<file path="src/rtl/rs232_loop_tester.sv">
// Host end of an RS-232 echo loop: sends an incrementing run of 8N1 bytes on TXD_o
// and checks that each one comes back unchanged on RXD_i.
module rs232_loop_tester #(
    parameter int CLKS_PER_BIT = 868,
    parameter int TIMEOUT_BITS = 40
) (
    input  logic       clk_i,
    input  logic       rst_i,
    input  logic       start_i,
    input  logic [7:0] len_i,
    input  logic [7:0] seed_i,
    output logic       TXD_o,
    input  logic       RXD_i,
    output logic       busy_o,
    output logic       done_o,
    output logic       pass_o,
    output logic [7:0] err_cnt_o,
    output logic       timeout_o,
    output logic [4:0] dbg_state_o
);

    localparam int CNT_W    = $clog2(CLKS_PER_BIT);
    localparam int TO_LIMIT = TIMEOUT_BITS * CLKS_PER_BIT;
    localparam int TO_W     = $clog2(TO_LIMIT);
    localparam logic [CNT_W-1:0] BIT_LAST  = CNT_W'(CLKS_PER_BIT - 1);
    localparam logic [CNT_W-1:0] HALF_LAST = CNT_W'(CLKS_PER_BIT / 2 - 1);
    localparam logic [TO_W-1:0]  TO_LAST   = TO_W'(TO_LIMIT - 1);

    typedef enum logic [2:0] {S_IDLE, S_SEND, S_WAIT_ECHO, S_CHECK, S_FINISH} state_t;
    typedef enum logic [1:0] {R_IDLE, R_START, R_DATA, R_STOP} rx_state_t;

    state_t           state;
    rx_state_t        rx_state;

    logic             rx_s1, rx_s2, rx_s3;
    logic [CNT_W-1:0] rx_cnt;
    logic [2:0]       rx_bits;
    logic [7:0]       rx_shift;
    logic             rx_done;
    logic [7:0]       rx_data;
    logic             rx_ferr;

    logic [CNT_W-1:0] tx_cnt;
    logic [3:0]       tx_bit;
    logic [7:0]       tx_byte;
    logic [8:0]       bytes_left;
    logic [TO_W-1:0]  to_cnt;
    logic             got_echo;
    logic [7:0]       echo_byte;
    logic             echo_ferr;

    logic             in_window, accept_echo, spurious, check_err, timeout_hit;
    logic [8:0]       err_sum;
    logic [7:0]       err_next;

    assign dbg_state_o = {rx_state, state};

    // Free-running receiver; rx_done is a one-cycle pulse with rx_data/rx_ferr valid alongside.
    always_ff @(posedge clk_i) begin
        if (rst_i) begin
            rx_s1    <= 1'b1;
            rx_s2    <= 1'b1;
            rx_s3    <= 1'b1;
            rx_state <= R_IDLE;
            rx_cnt   <= '0;
            rx_bits  <= '0;
            rx_shift <= '0;
            rx_done  <= 1'b0;
            rx_data  <= '0;
            rx_ferr  <= 1'b0;
        end else begin
            rx_s1   <= RXD_i;
            rx_s2   <= rx_s1;
            rx_s3   <= rx_s2;
            rx_done <= 1'b0;
            case (rx_state)
                R_IDLE: begin
                    if (rx_s3 && !rx_s2) begin
                        rx_cnt   <= '0;
                        rx_state <= R_START;
                    end
                end
                R_START: begin
                    if (rx_cnt == HALF_LAST) begin
                        rx_cnt   <= '0;
                        rx_bits  <= '0;
                        rx_state <= rx_s2 ? R_IDLE : R_DATA;
                    end else begin
                        rx_cnt <= rx_cnt + 1'b1;
                    end
                end
                R_DATA: begin
                    if (rx_cnt == BIT_LAST) begin
                        rx_cnt   <= '0;
                        rx_shift <= {rx_s2, rx_shift[7:1]};
                        if (rx_bits == 3'd7) rx_state <= R_STOP;
                        else                 rx_bits  <= rx_bits + 1'b1;
                    end else begin
                        rx_cnt <= rx_cnt + 1'b1;
                    end
                end
                R_STOP: begin
                    if (rx_cnt == BIT_LAST) begin
                        rx_cnt   <= '0;
                        rx_done  <= 1'b1;
                        rx_data  <= rx_shift;
                        rx_ferr  <= !rx_s2;
                        rx_state <= R_IDLE;
                    end else begin
                        rx_cnt <= rx_cnt + 1'b1;
                    end
                end
                default: rx_state <= R_IDLE;
            endcase
        end
    end

    // Echo window: the stop bit of the current byte through the end of WAIT_ECHO.
    always_comb begin
        in_window   = (state == S_SEND && tx_bit == 4'd9) || state == S_WAIT_ECHO;
        accept_echo = rx_done && in_window && !got_echo;
        spurious    = rx_done && busy_o && !accept_echo;
        check_err   = (state == S_CHECK) && ((echo_byte != tx_byte) || echo_ferr);
        timeout_hit = (state == S_WAIT_ECHO) && !accept_echo && (to_cnt == TO_LAST);
        err_sum     = {1'b0, err_cnt_o} + 9'(spurious) + 9'(check_err) + 9'(timeout_hit);
        err_next    = err_sum[8] ? 8'hFF : err_sum[7:0];
    end

    // start_i is a request taken only when busy_o is low (IDLE); it is dropped otherwise.
    always_ff @(posedge clk_i) begin
        if (rst_i) begin
            state      <= S_IDLE;
            TXD_o      <= 1'b1;
            busy_o     <= 1'b0;
            done_o     <= 1'b0;
            pass_o     <= 1'b0;
            err_cnt_o  <= '0;
            timeout_o  <= 1'b0;
            tx_cnt     <= '0;
            tx_bit     <= '0;
            tx_byte    <= '0;
            bytes_left <= '0;
            to_cnt     <= '0;
            got_echo   <= 1'b0;
            echo_byte  <= '0;
            echo_ferr  <= 1'b0;
        end else begin
            done_o    <= 1'b0;
            err_cnt_o <= err_next;
            if (accept_echo) begin
                got_echo  <= 1'b1;
                echo_byte <= rx_data;
                echo_ferr <= rx_ferr;
            end
            case (state)
                S_IDLE: begin
                    if (start_i) begin
                        bytes_left <= (len_i == 8'd0) ? 9'd256 : {1'b0, len_i};
                        tx_byte    <= seed_i;
                        err_cnt_o  <= '0;
                        pass_o     <= 1'b0;
                        timeout_o  <= 1'b0;
                        busy_o     <= 1'b1;
                        TXD_o      <= 1'b0;
                        tx_bit     <= '0;
                        tx_cnt     <= '0;
                        got_echo   <= 1'b0;
                        state      <= S_SEND;
                    end
                end
                S_SEND: begin
                    if (tx_cnt == BIT_LAST) begin
                        tx_cnt <= '0;
                        if (tx_bit == 4'd9) begin
                            to_cnt <= '0;
                            state  <= (got_echo || accept_echo) ? S_CHECK : S_WAIT_ECHO;
                        end else begin
                            tx_bit <= tx_bit + 4'd1;
                            TXD_o  <= (tx_bit == 4'd8) ? 1'b1 : tx_byte[tx_bit[2:0]];
                        end
                    end else begin
                        tx_cnt <= tx_cnt + 1'b1;
                    end
                end
                S_WAIT_ECHO: begin
                    if (accept_echo) begin
                        state <= S_CHECK;
                    end else if (timeout_hit) begin
                        timeout_o <= 1'b1;
                        busy_o    <= 1'b0;
                        done_o    <= 1'b1;
                        pass_o    <= 1'b0;
                        state     <= S_FINISH;
                    end else begin
                        to_cnt <= to_cnt + 1'b1;
                    end
                end
                S_CHECK: begin
                    got_echo <= 1'b0;
                    if (bytes_left == 9'd1) begin
                        busy_o <= 1'b0;
                        done_o <= 1'b1;
                        pass_o <= (err_next == 8'd0);
                        state  <= S_FINISH;
                    end else begin
                        bytes_left <= bytes_left - 9'd1;
                        tx_byte    <= tx_byte + 8'd1;
                        TXD_o      <= 1'b0;
                        tx_bit     <= '0;
                        tx_cnt     <= '0;
                        state      <= S_SEND;
                    end
                end
                S_FINISH: state <= S_IDLE;
                default:  state <= S_IDLE;
            endcase
        end
    end

endmodule

</file>
<file path="config.mk">
export PLATFORM = sky130hd
export DESIGN_NAME = rs232_loop_tester
export DESIGN_NICKNAME = d
export VERILOG_FILES = /design/src/rtl/rs232_loop_tester.sv
export SDC_FILE = /design/constraint.sdc
export NUM_CORES = 1
export LEC_CHECK = 0
export CAP_MARGIN = 20
export CORE_MARGIN = 1.5
export CORE_UTILIZATION = 60
export CTS_BUF_LIST = sky130_fd_sc_hd__clkbuf_4
export DETAILED_ROUTE_END_ITERATION = 8
export GPL_TIMING_DRIVEN = 0
export PLACE_DENSITY = 0.8
export SLEW_MARGIN = 20
export SYNTH_ARGS = -nofsm -noshare
export SYNTH_HDL_FRONTEND = slang
export SYNTH_SLANG_ARGS = --single-unit
</file>
<file path="constraint.sdc">
create_clock -name clk_i -period 9.9 [get_ports clk_i]
set_input_delay 1.98 -clock clk_i [delete_from_list [all_inputs] [get_ports clk_i]]
set_output_delay 1.98 -clock clk_i [all_outputs]
set_load 0.05 [all_outputs]
</file>
* Word level (Yosys, flattened, before mapping)
Index checks and enable logic that the tools add are counted. Widths: inputs -> output; s select.
Storage, ports and cells: ROM bits 0, input port bits 20, logic and storage cells 179, output and inout bits 18, flip-flop bits (word level) 109, bits in latches 0, RAM bits 0, memories kept 0
Operators by class: bitwise gates (word level) 1, multiply operators 0, equality and inequality tests 31, add/subtract/negate cells 10, shifts and indexed selects 0, muxes and demuxes 73, div/mod/pow operators 0, reductions and logical operators 38, order comparisons 1
Operator list (count):
- $mux 16 | 4
- $mux 10 | 6
- $pmux 10 s3 | 2
- $mux 8 | 5
- $pmux 16 s2 | 1
- $mux 3 | 9
- $mux 9 | 3
- $ne 2x2->1 const B | 12
- $add 10x1->10 const B | 2
- $eq 10x10->1 const B | 2
- $mux 1 | 20
- $reduce_and 5->1 | 4
- $add 9x1->9 | 2
- $pmux 9 s2 | 1
- $add 16x1->16 const B | 1
- $eq 16x16->1 const B | 1
- $logic_not 8->1 | 2
- $mux 4 | 4
- $pmux 8 s2 | 1
- $mux 2 | 6
- $pmux 3 s4 | 1
- $pmux 4 s3 | 1
- $reduce_and 4->1 | 3
- $eq 10x9->1 const B | 1
- other kinds (32) | 60

* Logic depth before layout (Yosys ltp)
Gate-level depths: netlist of run 1.
depth after elaboration 14, gate-level depth with buffers 16, depth with buffers taken out 15

* Worst setup path before layout of run 1
No wires, ideal clock.
kind register to register, from register state[0], to register pass_o, setup time 0.072 ns, stages on the path, launching flop included 14, required time 9.828 ns, data arrival time 4.068 ns, clock period less this slack 4.140 ns, path slack 5.760 ns, buffers on the path 2, cells stage by stage dfxtp_1 buf_2 or3b_1 nor2_1 o21ai_1 buf_2 nand3_1 fa_1 inv_1 ha_1 fa_1 or4_1 or4_1 mux2i_1
Between the ends: word-level cells in the longest chain between the ends 14, elaborated cells on any way between the ends 26, classes of those cells add/sub: 3; eq/ne: 7; mux: 3; reduce/logical: 13
RTL lines:
- from (decl) | RTL line 32 | state_t state;
- from (signal assigned) | RTL line 176 | state <= (got_echo || accept_echo) ? S_CHECK : S_WAIT_ECHO;
- $eq 3x1->1 | RTL line 120 | in_window = (state == S_SEND && tx_bit == 4'd9) || state == S_WAIT_ECHO;
- $logic_and 1x1->1 | RTL line 120
- $logic_or 1x1->1 | RTL line 120
- $logic_and 1x1->1 (2 in a row) | RTL line 121 | accept_echo = rx_done && in_window && !got_echo;
- $logic_not 1->1 | RTL line 122, 124
- $logic_and 1x1->1 | RTL line 122 | spurious = rx_done && busy_o && !accept_echo;
- $add 8x1->9 | RTL line 125 | err_sum = {1'b0, err_cnt_o} + 9'(spurious) + 9'(check_err) + 9'(timeout_hit);
- $add 9x1->9 (2 in a row) | RTL line 125
- $mux 8 | RTL line 126 | err_next = err_sum[8] ? 8'hFF : err_sum[7:0];
- $logic_not 8->1 | RTL line 203 | pass_o <= (err_next == 8'd0);
- $mux 1 | RTL line 200 | if (bytes_left == 9'd1) begin
- $pmux 1 s3 | RTL line 155 | case (state)
- to (signal assigned) | RTL line 203
- to (decl) | RTL line 16 | output logic pass_o,
Parallel ways exist; a longest one is shown, timed or not. The select of a mux whose other input is x is not followed. A chain may end at the register's enable or synchronous reset.

* Worst setup path after layout of run 1
Same ends and word-level chain as after synthesis.

==> implementation parameters, run 1 <==
Parameter                              Value

Worst setup path
  Critical path endpoint category ... flip-flop
  Worst path required time ... 10310 ps
  Worst Path Class, Setup ... flip-flop to flip-flop
  Critical path startpoint category ... flip-flop
  Top fanout value on the critical path ... 10
  Flop-to-flop setup slack ... 5770 ps
  Data arrival, critical path ... 4540 ps

Floorplan
  Overall die height ... 100 um
  Boundary pin count ... 38
  Number of rows created at floorplan ... 35
  Die outline area ... 10000 um2
  Die width ... 100 um
  Starting utilization of the core area ... 61.6%
  Core outline area ... 9200 um2

Synthesis
  Async SR Flop Fraction ... 0%
  Mean area per synthesized cell ... 8.18 um2
  Post-synth top cells ... dfxtp_1 (109), nand2_1 (76), a21oi_1 (66)
  Fraction of the yosys area taken by sequential cells ... 38.5%
  Cell count after synthesis ... 693
  Number of register bits inferred by synthesis ... 109
  Number of synthesized flops with an enable pin ... 0
  Area of the mapped netlist ... 5670 um2
  Mapped Nets ... 729
  Area fraction of the dominant cell type after synthesis ... 38.5%
  Most repeated cell in the gate-level netlist after synthesis ... dfxtp_1
  Primary flip-flop cell chosen by synthesis mapping ... dfxtp_1
  Cell taking the most area after synthesis ... dfxtp_1
  Top cells by area in the synthesized netlist ... dfxtp_1 (38%), a21oi_1 (5.8%), nand2_1 (5.0%)
  Warning count from the yosys run ... 0
  Number of distinct standard cells referenced by the synthesized netlist ... 65

Clock network
  Cells resized by post-CTS repair ... 0
  Max Buffers Root-to-Sink ... 2
  Clock root cell ... clkbuf_4
  CTS tree ... yes
  Count of hold-fix buffers inserted at cts ... 0
  Number of clock sinks ... 109
  Clock latency on the worst-skew pair ... 480 ps
  Clock buffer count from CTS ... 9
  Clock slew at reported path FFs ... 170 ps
  Total setup buffers inserted after CTS ... 0
  Depth of the CTS H-tree ... 3

Power
  Leakage ... 2.39 nW
  Ratio of total power to cell area ... 128 nW/um2
  Largest voltage drop on the vdd net ... 0.0910 mV

STA
  Hold Fails Final Rpt ... 0
  Setup total negative slack ... 0 ps
  Final Slew Violations ... 0
  Pin slew with the least headroom to its limit ... 675 ps
  RSZ-0062 raised after global routing ... no
  Setup WS post-layout ... 5770 ps
  Share of the clock period used by the worst path after layout ... 41.7%
  Achievable frequency ... 242 MHz
  Final setup vio count ... 0
  Worst-case headroom to the max-slew limit ... 55.0%
  Post-route clock skew ... 19.3 ps
  Final period demand of the worst path ... 4130 ps

Drt
  Met3 wire length ... 636 um
  Iteration count of the initial detailed-routing pass ... 6
  DRC marker count from the first detailed-route iteration ... 337
  WL per Instance ... 16.6 um
  Total via count in the routed design ... 5279
  Routed via count divided by cell count ... 6.17
  Final wirelength ... 14.2 mm
  Number of routed nets with antenna violations ... 0
  Routed metal-1 wire length ... 6.32 mm
  Highest routed layer ... met4
  Met2 wire length ... 7.01 mm
  DRC ... 0

Final layout
  Antenna diode count ... 0
  Utilization of the core after routing ... 68.7%
  Final instance area ... 6320 um2
  # nets final ... 777
  Final-layout fill cell count ... 773
  Non-Filler Instances ... 856
  Synthesis-to-finish area growth ... 11.4%
  Fraction of layout cells with a size suffix above 1 ... 6.31%

Place
  Number of input and output port buffers inserted ... 37
  Placement Setup Slack ... 5790 ps
  Weighted congestion at the end of routability-driven global placement ... 0.861
  Cell Count Post-Placement ... 841
  Placed Instance Area ... 6180 um2
  Post-DP HPWL ... 10.3 mm

GRT
  Global Route Usage Sum ... 29.5%
  Pin count of the biggest net entering global routing ... 19
  Leftover overflow at the end of global routing ... 0
  Number of antenna violations at the first check in global routing ... 0
  Vias in the first global route ... 5052
  Global-route wire length before repair ... 23.8 mm

Status
  Run status ... finished, final reports clean

Worst hold path
  Min-delay worst type ... flip-flop to flip-flop

Job
  Number of maximum-capacitance violations ... 0
[layer usage]
| layer | up-vias | GRT usage [%] |
|---|---|---|
| met5 | - | 0 |
| met4 | 0 | 9.75 |
| met3 | 29 | 5.15 |
| met2 | 165 | 50.6 |
| met1 | 2490 | 37.7 |
| li1 | 2595 | - |
[logic make-up (layout without fill, tap and decap cells)]
| group | after synthesis | count (layout) | synth area share [%] |
|---|---|---|---|
| buffers and inverters | 56 | 108 | 4.08 |
| DFF | 109 | 109 | 38.5 |
| and+or+nand+nor | 290 | 290 | 26.7 |
| muxes | 21 | 21 | 4.15 |
| adders and majority gates | 16 | 16 | 3.80 |
| AOI/OAI and AO/OA | 179 | 179 | 19.4 |
| xor gates and xnor gates | 22 | 22 | 3.40 |
[layout make-up]
type	count	area (um2)	area share, %
clock inverters	6	71.3	1.13
plain buffers	35	153	2.42
inverters	21	78.8	1.25
repair buffers	37	370	5.86
well taps	111	139	2.20
multi-input cells	528	3250	51.5
flip-flops and latches	109	2180	34.5
clock buffers	9	67.6	1.07
[stage by stage]
stage / hold WS [ps] / total power [mW]
2_1_floorplan: 389 / 0.546
3_3_place_gp: 391 / 0.579
3_5_place_dp: 398 / 0.583
4_1_cts: 439 / 0.810
5_1_grt: 459 / 0.841
6_report: 434 / 0.807
[worst max-delay path: stages, from the launching register on]
cell,delay (ps)
dfxtp_1,360
buf_2,180
or3b_1,350
clkbuf_1,220
nor2_1,310
nand4_1,230
fa_1,550
inv_1,40
ha_1,220
fa_1,460
or4_1,500
or4_1,510
mux2i_1,130
[power breakdown]
group / total, mW / internal [mW] / switching [mW] / leakage, nW
Combinational: 0.114 / 0.0434 / 0.0710 / 1.44
Sequential: 0.463 / 0.450 / 0.0128 / 0.882
Clock: 0.230 / 0.0779 / 0.152 / 0.0690
Total: 0.807 / 0.571 / 0.236 / 2.39
[final timing paths]
check	from	to	cells past startpoint
hold / removal	rx_s1	rx_s2	1
setup reg to reg	state[0]	pass_o	12
hold reg to reg	rx_s1	rx_s2	1
setup / recovery	state[0]	pass_o	12
[state kept, by name (all words and copies together), names as in the netlist, 3 cells and up, named ones only]
name        cells
tx_byte         8
err_cnt_o       8
rx_bits         3
rx_cnt         10
rx_data         8
state           3
tx_bit          4
bytes_left      9
tx_cnt         10
rx_shift        8
echo_byte       8
to_cnt         16
[placed cells by master, fill, tap and decap left out, types with 10 or more instances in the layout]
cell type,n
dfxtp_1,109
nand2_1,76
a21oi_1,66
nor2_1,62
clkdlybuf4s50_1,37
o21ai_0,36
nand3_1,25
clkbuf_1,21
nor3_1,21
inv_1,21
mux2i_1,19
xnor2_1,17
a31oi_1,17
and3_1,15
ha_1,14
buf_2,11
nand4_1,11
a211oi_1,10
Power figures use the tool's default switching activity.
==> inputs of run 2 (changes only) <==
--- a/config.mk
+++ b/config.mk
@@ -7,11 +7,11 @@
 export LEC_CHECK = 0
 export CAP_MARGIN = 20
 export CORE_MARGIN = 1.5
-export CORE_UTILIZATION = 60
+export CORE_UTILIZATION = 55
 export CTS_BUF_LIST = sky130_fd_sc_hd__clkbuf_4
 export DETAILED_ROUTE_END_ITERATION = 8
 export GPL_TIMING_DRIVEN = 0
-export PLACE_DENSITY = 0.8
+export PLACE_DENSITY = 0.77
 export SLEW_MARGIN = 20
 export SYNTH_ARGS = -nofsm -noshare
 export SYNTH_HDL_FRONTEND = slang
==> constraint.sdc (replaced) <==
create_clock -name clk_i -period 3.71 [get_ports clk_i]
set_input_delay 0.742 -clock clk_i [delete_from_list [all_inputs] [get_ports clk_i]]
set_output_delay 0.742 -clock clk_i [all_outputs]
set_load 0.05 [all_outputs]
==> run 2 against run 1 <==
Maximum frequency up 15%. Power rose to 2.7 times the previous value. Critical path depth down 1. Count of clock-buffer cells in the layout unchanged. First-iteration DRC count down 0.89%. Die area up 8.8%. Global-route usage down 3.4 points. Final cell count up 4.2%.
==> implementation parameters, run 2 (synthesis gave the netlist of run 1 again) <==
Parameter                              Value

Status
  Run status ... finished, final reports clean

Final layout
  Most flop-heavy register ... to_cnt
  # nets final ... 790 (+1.7%)
  Synthesis-to-finish area growth ... 15.8%
  Most frequent standard cell in the layout excluding fill and tap cells ... dfxtp_1
  Antenna diode count ... 0 (unchanged)
  Number of flip-flops in the largest register ... 16 (unchanged)
  Fraction of layout cells with a size suffix above 1 ... 11.3% (+5.0 points)
  Final-layout fill cell count ... 812 (+5.0%)
  Commonest non-fill, non-tap cells in the layout ... dfxtp_1 (102), nand2_1 (76), a21oi_1 (66)
  Non-Filler Instances ... 892 (+4.2%)
  Largest registers ... to_cnt: 16 flops, rx_cnt: 10 flops, tx_cnt: 10 flops

Worst setup path
  Worst path required time ... 4150 ps (-6160 ps)
  Reg2reg start ... state[2]
  Critical path startpoint category ... flip-flop
  CP Launch Point ... state[2]
  Cell depth of the worst flop-to-flop path ... 11 (-1)
  Flop-to-flop setup slack ... 110 ps (-5660 ps)
  Data arrival, critical path ... 4040 ps (-500 ps)
  Top fanout value on the critical path ... 3 (-7)
  Critical path endpoint category ... flip-flop
  Endpoint of the lowest-slack register-to-register path ... pass_o
  Worst Path Class, Setup ... flip-flop to flip-flop

Drt
  Routed via count divided by cell count ... 5.96 (-3.3%)
  Final wirelength ... 14.3 mm (+0.56%)
  Iteration count of the initial detailed-routing pass ... 5 (-1)
  Number of routed nets with antenna violations ... 0 (unchanged)
  DRC marker count from the first detailed-route iteration ... 334 (-0.89%)
  DRC ... 0 (unchanged)
  WL per Instance ... 16.1 um (-3.5%)
  Total via count in the routed design ... 5319 (+0.76%)

Power
  Switch share ... 31.0% (+1.7 points)
  Net Switching ... 663 uW (+180%)
  Largest voltage drop on the vdd net ... 0.308 mV (+240%)
  Leakage ... 2.46 nW (+3.1%)
  Seq pwr share ... 57.7% (+0.4 points)
  Ratio of total power to cell area ... 326 nW/um2 (+160%)
  Clock group share of total power ... 27.6% (-0.9 points)
  Comb power frac ... 14.7% (+0.5 points)
  Cell-internal power ... 1.48 mW (+160%)

GRT
  Vias in the first global route ... 5105 (+1.0%)
  Global Route Usage Sum ... 26.1% (-3.4 points)
  Global-route met1 utilization ... 32.0% (-5.7 points)
  Routing usage on met3 ... 5.58% (+0.42 points)
  Number of antenna violations at the first check in global routing ... 0 (unchanged)
  Pin count of the biggest net entering global routing ... 21 (+2)
  Leftover overflow at the end of global routing ... 0 (unchanged)
  Global-route wire length before repair ... 23.3 mm (-2.2%)
  Busiest grt layer ... met2
  Global Route met2 Usage ... 44.7% (-5.9 points)

Clock network
  Number of clock sinks ... 109 (unchanged)
  Clock slew at reported path FFs ... 180 ps (about the same)
  CTS tree ... yes
  Clock root cell ... clkbuf_4
  Max Buffers Root-to-Sink ... 2 (unchanged)
  Clock buffer count from CTS ... 9 (unchanged)
  Clock latency on the worst-skew pair ... 510 ps (+30 ps)
  Count of hold-fix buffers inserted at cts ... 0 (unchanged)
  Depth of the CTS H-tree ... 3 (unchanged)

Floorplan
  Die outline area ... 10900 um2 (+8.8%)
  Boundary pin count ... 38 (unchanged)
  Die width ... 105 um (+4.3%)
  Starting utilization of the core area ... 57.5% (-4.2 points)
  Number of rows created at floorplan ... 36 (+2.9%)
  Core outline area ... 9860 um2 (+7.3%)
  Overall die height ... 105 um (+4.3%)

Place
  Post-DP HPWL ... 10.2 mm (-1.4%)
  Cell Count Post-Placement ... 863 (+2.6%)
  Weighted congestion at the end of routability-driven global placement ... 0.900 (+4.6%)
  Number of input and output port buffers inserted ... 37 (unchanged)

STA
  Post-route clock skew ... 35.1 ps (+15.8 ps)
  Final Slew Violations ... 0 (unchanged)
  Hold Fails Final Rpt ... 0 (unchanged)
  Achievable frequency ... 278 MHz (+15%)
  Worst-case headroom to the max-slew limit ... 54.4% (-0.65 points)
  Final period demand of the worst path ... 3600 ps (-527 ps)
  Final setup vio count ... 0 (unchanged)
  Pin slew with the least headroom to its limit ... 681 ps (+6.07 ps)
  Minimum hold slack ... 453 ps (+18.7 ps)
  Share of the clock period used by the worst path after layout ... 97.1% (+55 points)

Job
  Number of maximum-capacitance violations ... 0 (unchanged)

Worst hold path
  Worst hold start ... rx_s1
  Hold Path Sink ... rx_s2
  Instance count along the most critical hold path ... 1 (unchanged)
  Min-delay worst type ... flip-flop to flip-flop
## run 2: cell count changes in the layout (fill, tap and decap cells not counted), moves of 3 or more
cell     delta
ha_1        -3
buf_4      +16
buf_2       -4
dfxtp_4     +5
dfxtp_1     -7
## run 2: cell type report
class / instances / area, um2 / area share [%]
Inverter: 21 / 78.8 / 1.20
Sequential cell: 109 / 2200 / 33.6
Clock inverter: 7 / 65.1 / 0.991
Tap cell: 133 / 166 / 2.53
Buffer: 33 / 160 / 2.44
Multi-Input combinational cell: 528 / 3340 / 50.9
Clock buffer: 9 / 67.6 / 1.03
Timing Repair Buffer: 52 / 483 / 7.36
## run 2: worst max-delay path by stage
stage,to,slack (ps),cells past startpoint
finish,pass_o,110,11
global route,pass_o,-10,11
CTS,pass_o,10,13
detailed placement,pass_o,-280,12
global placement,pass_o,-200,12
floorplan,pass_o,0.8,13
## run 2: power groups by stage
stage	logic (mW)	clock network, mW	registers [mW]
after global routing	0.343	0.641	1.24
after detailed placement	0.301	0	1.26
after floorplan	0.189	0	1.27
after global placement	0.294	0	1.26
after CTS	0.310	0.598	1.23
final	0.315	0.591	1.23
## run 2: layer usage
metal  part of all wire (%)  vias up
met1                     44     2524
met4                    2.0        0
met5                      0        -
li1                       -     2636
met2                     49      133
met3                    4.8       26
## run 2: worst max-delay path, cell delays in order (launching register included)
cell and delay [ps]:
dfxtp_4 380, buf_4 140, or3b_4 410, nor2_4 120, nand4_1 180, fa_1 560, inv_2 50, ha_4 160
fa_2 440, or4_1 490, or4_1 480, mux2i_1 140
## run 2: what timing repair did
action,4_1_cts,5_1_grt
gates resized for setup,8,20
endpoints found under the setup margin,1,1
pin swaps,7,9
endpoints found under the hold margin,0,0
setup buffers,8,7
## run 2: per-stage QoR
stage	setup slack (ps)	area [um2]	total power, mW	utilization, %	setup TNS, ps
after floorplan	0.784	5710	1.46	-	0
after global placement	-204	6250	1.55	63.4	-204
after detailed placement	-285	6250	1.56	63.4	-285
after CTS	9.73	6460	2.14	65.5	0
after global routing	-12.2	6570	2.22	66.6	-12.2
final	109	6570	2.14	66.6	0
==> inputs of run 3 (changes only) <==
--- a/config.mk
+++ b/config.mk
@@ -12,6 +12,7 @@
 export DETAILED_ROUTE_END_ITERATION = 8
 export GPL_TIMING_DRIVEN = 0
 export PLACE_DENSITY = 0.77
+export REMOVE_ABC_BUFFERS = 1
 export SLEW_MARGIN = 20
 export SYNTH_ARGS = -nofsm -noshare
 export SYNTH_HDL_FRONTEND = slang
==> run 3 against run 2 <==
Core utilization fell by 1.3 points. Final cell count fell by 3.6%. Global-route usage fell by 2.2 points. Design area fell by 2.0%. Non-clock buffer count fell by 32. Via count fell by 3.6%. Maximum frequency fell by 0.32%. Combinational power fell by 11%.
==> implementation parameters, run 3 (synthesis gave the netlist of run 1 again) <==
Parameter                              Value

Power
  Leakage ... 2.39 nW (-2.9%)
  Ratio of total power to cell area ... 327 nW/um2 (+0.21%)
  Largest voltage drop on the vdd net ... 0.308 mV (-0.17%)

Worst hold path
  Worst hold start ... rx_s1
  Min-delay worst type ... flip-flop to flip-flop
  Instance count along the most critical hold path ... 1 (unchanged)
  Hold Path Sink ... rx_s2

Clock network
  Number of clock sinks ... 109 (unchanged)
  Count of hold-fix buffers inserted at cts ... 0 (unchanged)
  Depth of the CTS H-tree ... 3 (unchanged)
  Clock slew at reported path FFs ... 170 ps (about the same)
  Clock latency on the worst-skew pair ... 500 ps (about the same)
  Max Buffers Root-to-Sink ... 2 (unchanged)
  Clock root cell ... clkbuf_4
  Clock buffer count from CTS ... 9 (unchanged)
  CTS tree ... yes

Final layout
  Fraction of layout cells with a size suffix above 1 ... 9.90% (-1.4 points)
  Antenna diode count ... 0 (unchanged)
  Number of flip-flops in the largest register ... 16 (unchanged)
  Most frequent standard cell in the layout excluding fill and tap cells ... dfxtp_1
  Commonest non-fill, non-tap cells in the layout ... dfxtp_1 (102), nand2_1 (76), a21oi_1 (66)
  Final-layout fill cell count ... 803 (-1.1%)
  Synthesis-to-finish area growth ... 13.6%
  Utilization of the core after routing ... 65.3% (-1.3 points)
  Largest registers ... to_cnt: 16 flops, rx_cnt: 10 flops, tx_cnt: 10 flops
  Final instance area ... 6440 um2 (-2.0%)
  # nets final ... 758 (-4.1%)
  Most flop-heavy register ... to_cnt

Floorplan
  Core outline area ... 9860 um2 (unchanged)
  Boundary pin count ... 38 (unchanged)
  Starting utilization of the core area ... 57.5% (unchanged)
  Number of rows created at floorplan ... 36 (unchanged)
  Die width ... 105 um (unchanged)
  Overall die height ... 105 um (unchanged)
  Die outline area ... 10900 um2 (unchanged)

Place
  Weighted congestion at the end of routability-driven global placement ... 0.872 (-3.2%)
  Post-DP HPWL ... 8.95 mm (-12%)
  Placed Instance Area ... 6090 um2 (-2.5%)
  Number of input and output port buffers inserted ... 37 (unchanged)
  Placement Setup Slack ... -895 ps (-611 ps)

GRT
  Number of antenna violations at the first check in global routing ... 0 (unchanged)
  Global Route Usage Sum ... 23.9% (-2.2 points)
  Vias in the first global route ... 4689 (-8.1%)
  Global-route wire length before repair ... 21.7 mm (-6.8%)
  Pin count of the biggest net entering global routing ... 53 (+150%)
  Leftover overflow at the end of global routing ... 0 (unchanged)

STA
  Share of the clock period used by the worst path after layout ... 97.4% (+0.31 points)
  Setup WS post-layout ... 97.8 ps (-11.6 ps)
  Final setup vio count ... 0 (unchanged)
  Pin slew with the least headroom to its limit ... 969 ps (+288 ps)
  Final period demand of the worst path ... 3610 ps (+11.6 ps)
  Worst-case headroom to the max-slew limit ... 35.4% (-19 points)
  Post-route clock skew ... 15.9 ps (-19.2 ps)
  Hold Fails Final Rpt ... 0 (unchanged)
  Final Slew Violations ... 0 (unchanged)
  Achievable frequency ... 277 MHz (-0.32%)

Worst setup path
  Flop-to-flop setup slack ... 100 ps (about the same)
  Delay contributed by the slowest stage of the critical path ... 520 ps (-40 ps)
  Worst path required time ... 4150 ps (about the same)
  Endpoint of the lowest-slack register-to-register path ... pass_o
  Worst Path Class, Setup ... flip-flop to flip-flop
  Top Family by Delay on Critical Path ... simple AND/OR/NAND/NOR gates
  Data arrival, critical path ... 4050 ps (about the same)
  Top fanout value on the critical path ... 4 (+1)
  Slowest cell on the critical path ... or4_4
  Most used cell, CP ... inv_1
  Worst Path Buf+Inv ... 2 (unchanged)
  Cell depth of the worst flop-to-flop path ... 13 (+2)
  Chain of cells forming the critical path ... inv_1 > ha_1 > nand3b_1 > nor2_4 > o21ai_4 > nand3_1 > fa_1 > inv_1 > ha_2 > fa_2 > or4_1 > or4_4 > mux2i_1
  Critical path endpoint category ... flip-flop
  Reg2reg start ... tx_bit[1]
  Critical path startpoint category ... flip-flop

Drt
  Number of routed nets with antenna violations ... 0 (unchanged)
  DRC ... 0 (unchanged)
  DRC marker count from the first detailed-route iteration ... 252 (-25%)
  Routed via count divided by cell count ... 5.96 (about the same)
  Iteration count of the initial detailed-routing pass ... 5 (unchanged)
  WL per Instance ... 15.2 um (-5.6%)
  Final wirelength ... 13.0 mm (-9.0%)
  Total via count in the routed design ... 5125 (-3.6%)

Job
  Number of maximum-capacitance violations ... 0 (unchanged)

Status
  Run status ... finished, final reports clean
run 3: cell types whose count changed in the layout (fill, tap and decap cells not counted), sizes merged:
| cell | previous run | this run |
|---|---|---|
| inv | 25 | 24 |
| clkdlybuf4s50 | 37 | 36 |
| clkinvlp | 1 | 2 |
| clkbuf | 29 | 9 |
| buf | 28 | 17 |
run 3: worst register-to-register path, cell delays in order (launching register included):
cell	delay [ps]
dfxtp_4	380
inv_1	50
ha_1	180
nand3b_1	200
nor2_4	90
o21ai_4	170
nand3_1	120
fa_1	460
inv_1	80
ha_2	200
fa_2	450
or4_1	510
or4_4	520
mux2i_1	140
run 3: how the worst max path moves through the flow:
| stage | startpoint | end | slack, ps | cells past startpoint |
|---|---|---|---|---|
| 6_report | tx_bit[1] | pass_o | 100 | 13 |
| 2_1_floorplan | state[2] | pass_o | -650 | 11 |
| 3_3_place_gp | rst_i | rx_cnt[7] | -860 | 4 |
| 5_1_grt | tx_bit[1] | pass_o | -50 | 15 |
| 4_1_cts | to_cnt[1] | pass_o | 20 | 11 |
| 3_5_place_dp | state[2] | pass_o | -900 | 11 |
run 3: timing repair:
item                                    4_1_cts  5_1_grt
buffers inserted                              8        5
resized for setup                            17       16
pin swaps                                     3        3
endpoints found under the setup margin        9        1
run 3: per-layer routing:
| metal | wire length [um] | global-route usage [%] | part of all wire, % | up-vias |
|---|---|---|---|---|
| met1 | 5800 | 29.6 | 45 | 2445 |
| met2 | 6510 | 40.9 | 50 | 110 |
| met4 | 193 | 7.04 | 1.5 | 0 |
| li1 | - | - | - | 2552 |
| met5 | 0 | 0 | 0 | - |
| met3 | 525 | 5.83 | 4.0 | 18 |
run 3: cell type report:
| type | instances | area [um2] | share of cell area [%] |
|---|---|---|---|
| multi-input cells | 528 | 3340 | 52.0 |
| clock buffers | 9 | 67.6 | 1.05 |
| flip-flops and latches | 109 | 2210 | 34.3 |
| repair buffers | 53 | 508 | 7.89 |
| clock inverters | 7 | 66.3 | 1.03 |
| well taps | 133 | 166 | 2.59 |
| inverters | 21 | 78.8 | 1.22 |
run 3: through the flow:
step,power [mW],hold slack (ps),setup TNS [ps],std cells
after floorplan,1.43,389,-1090,658
after global placement,1.53,403,-17840,828
after detailed placement,1.53,393,-3350,831
after CTS,2.12,434,0,855
after global routing,2.20,442,-53.4,860
final,2.10,432,0,860
run 3: report_power, final:
part	total (mW)	switching [mW]	internal, mW	leakage, nW
registers	1.24	0.0416	1.20	0.888
logic	0.280	0.169	0.111	1.44
clock network	0.583	0.432	0.151	0.0663
total	2.10	0.642	1.46	2.39
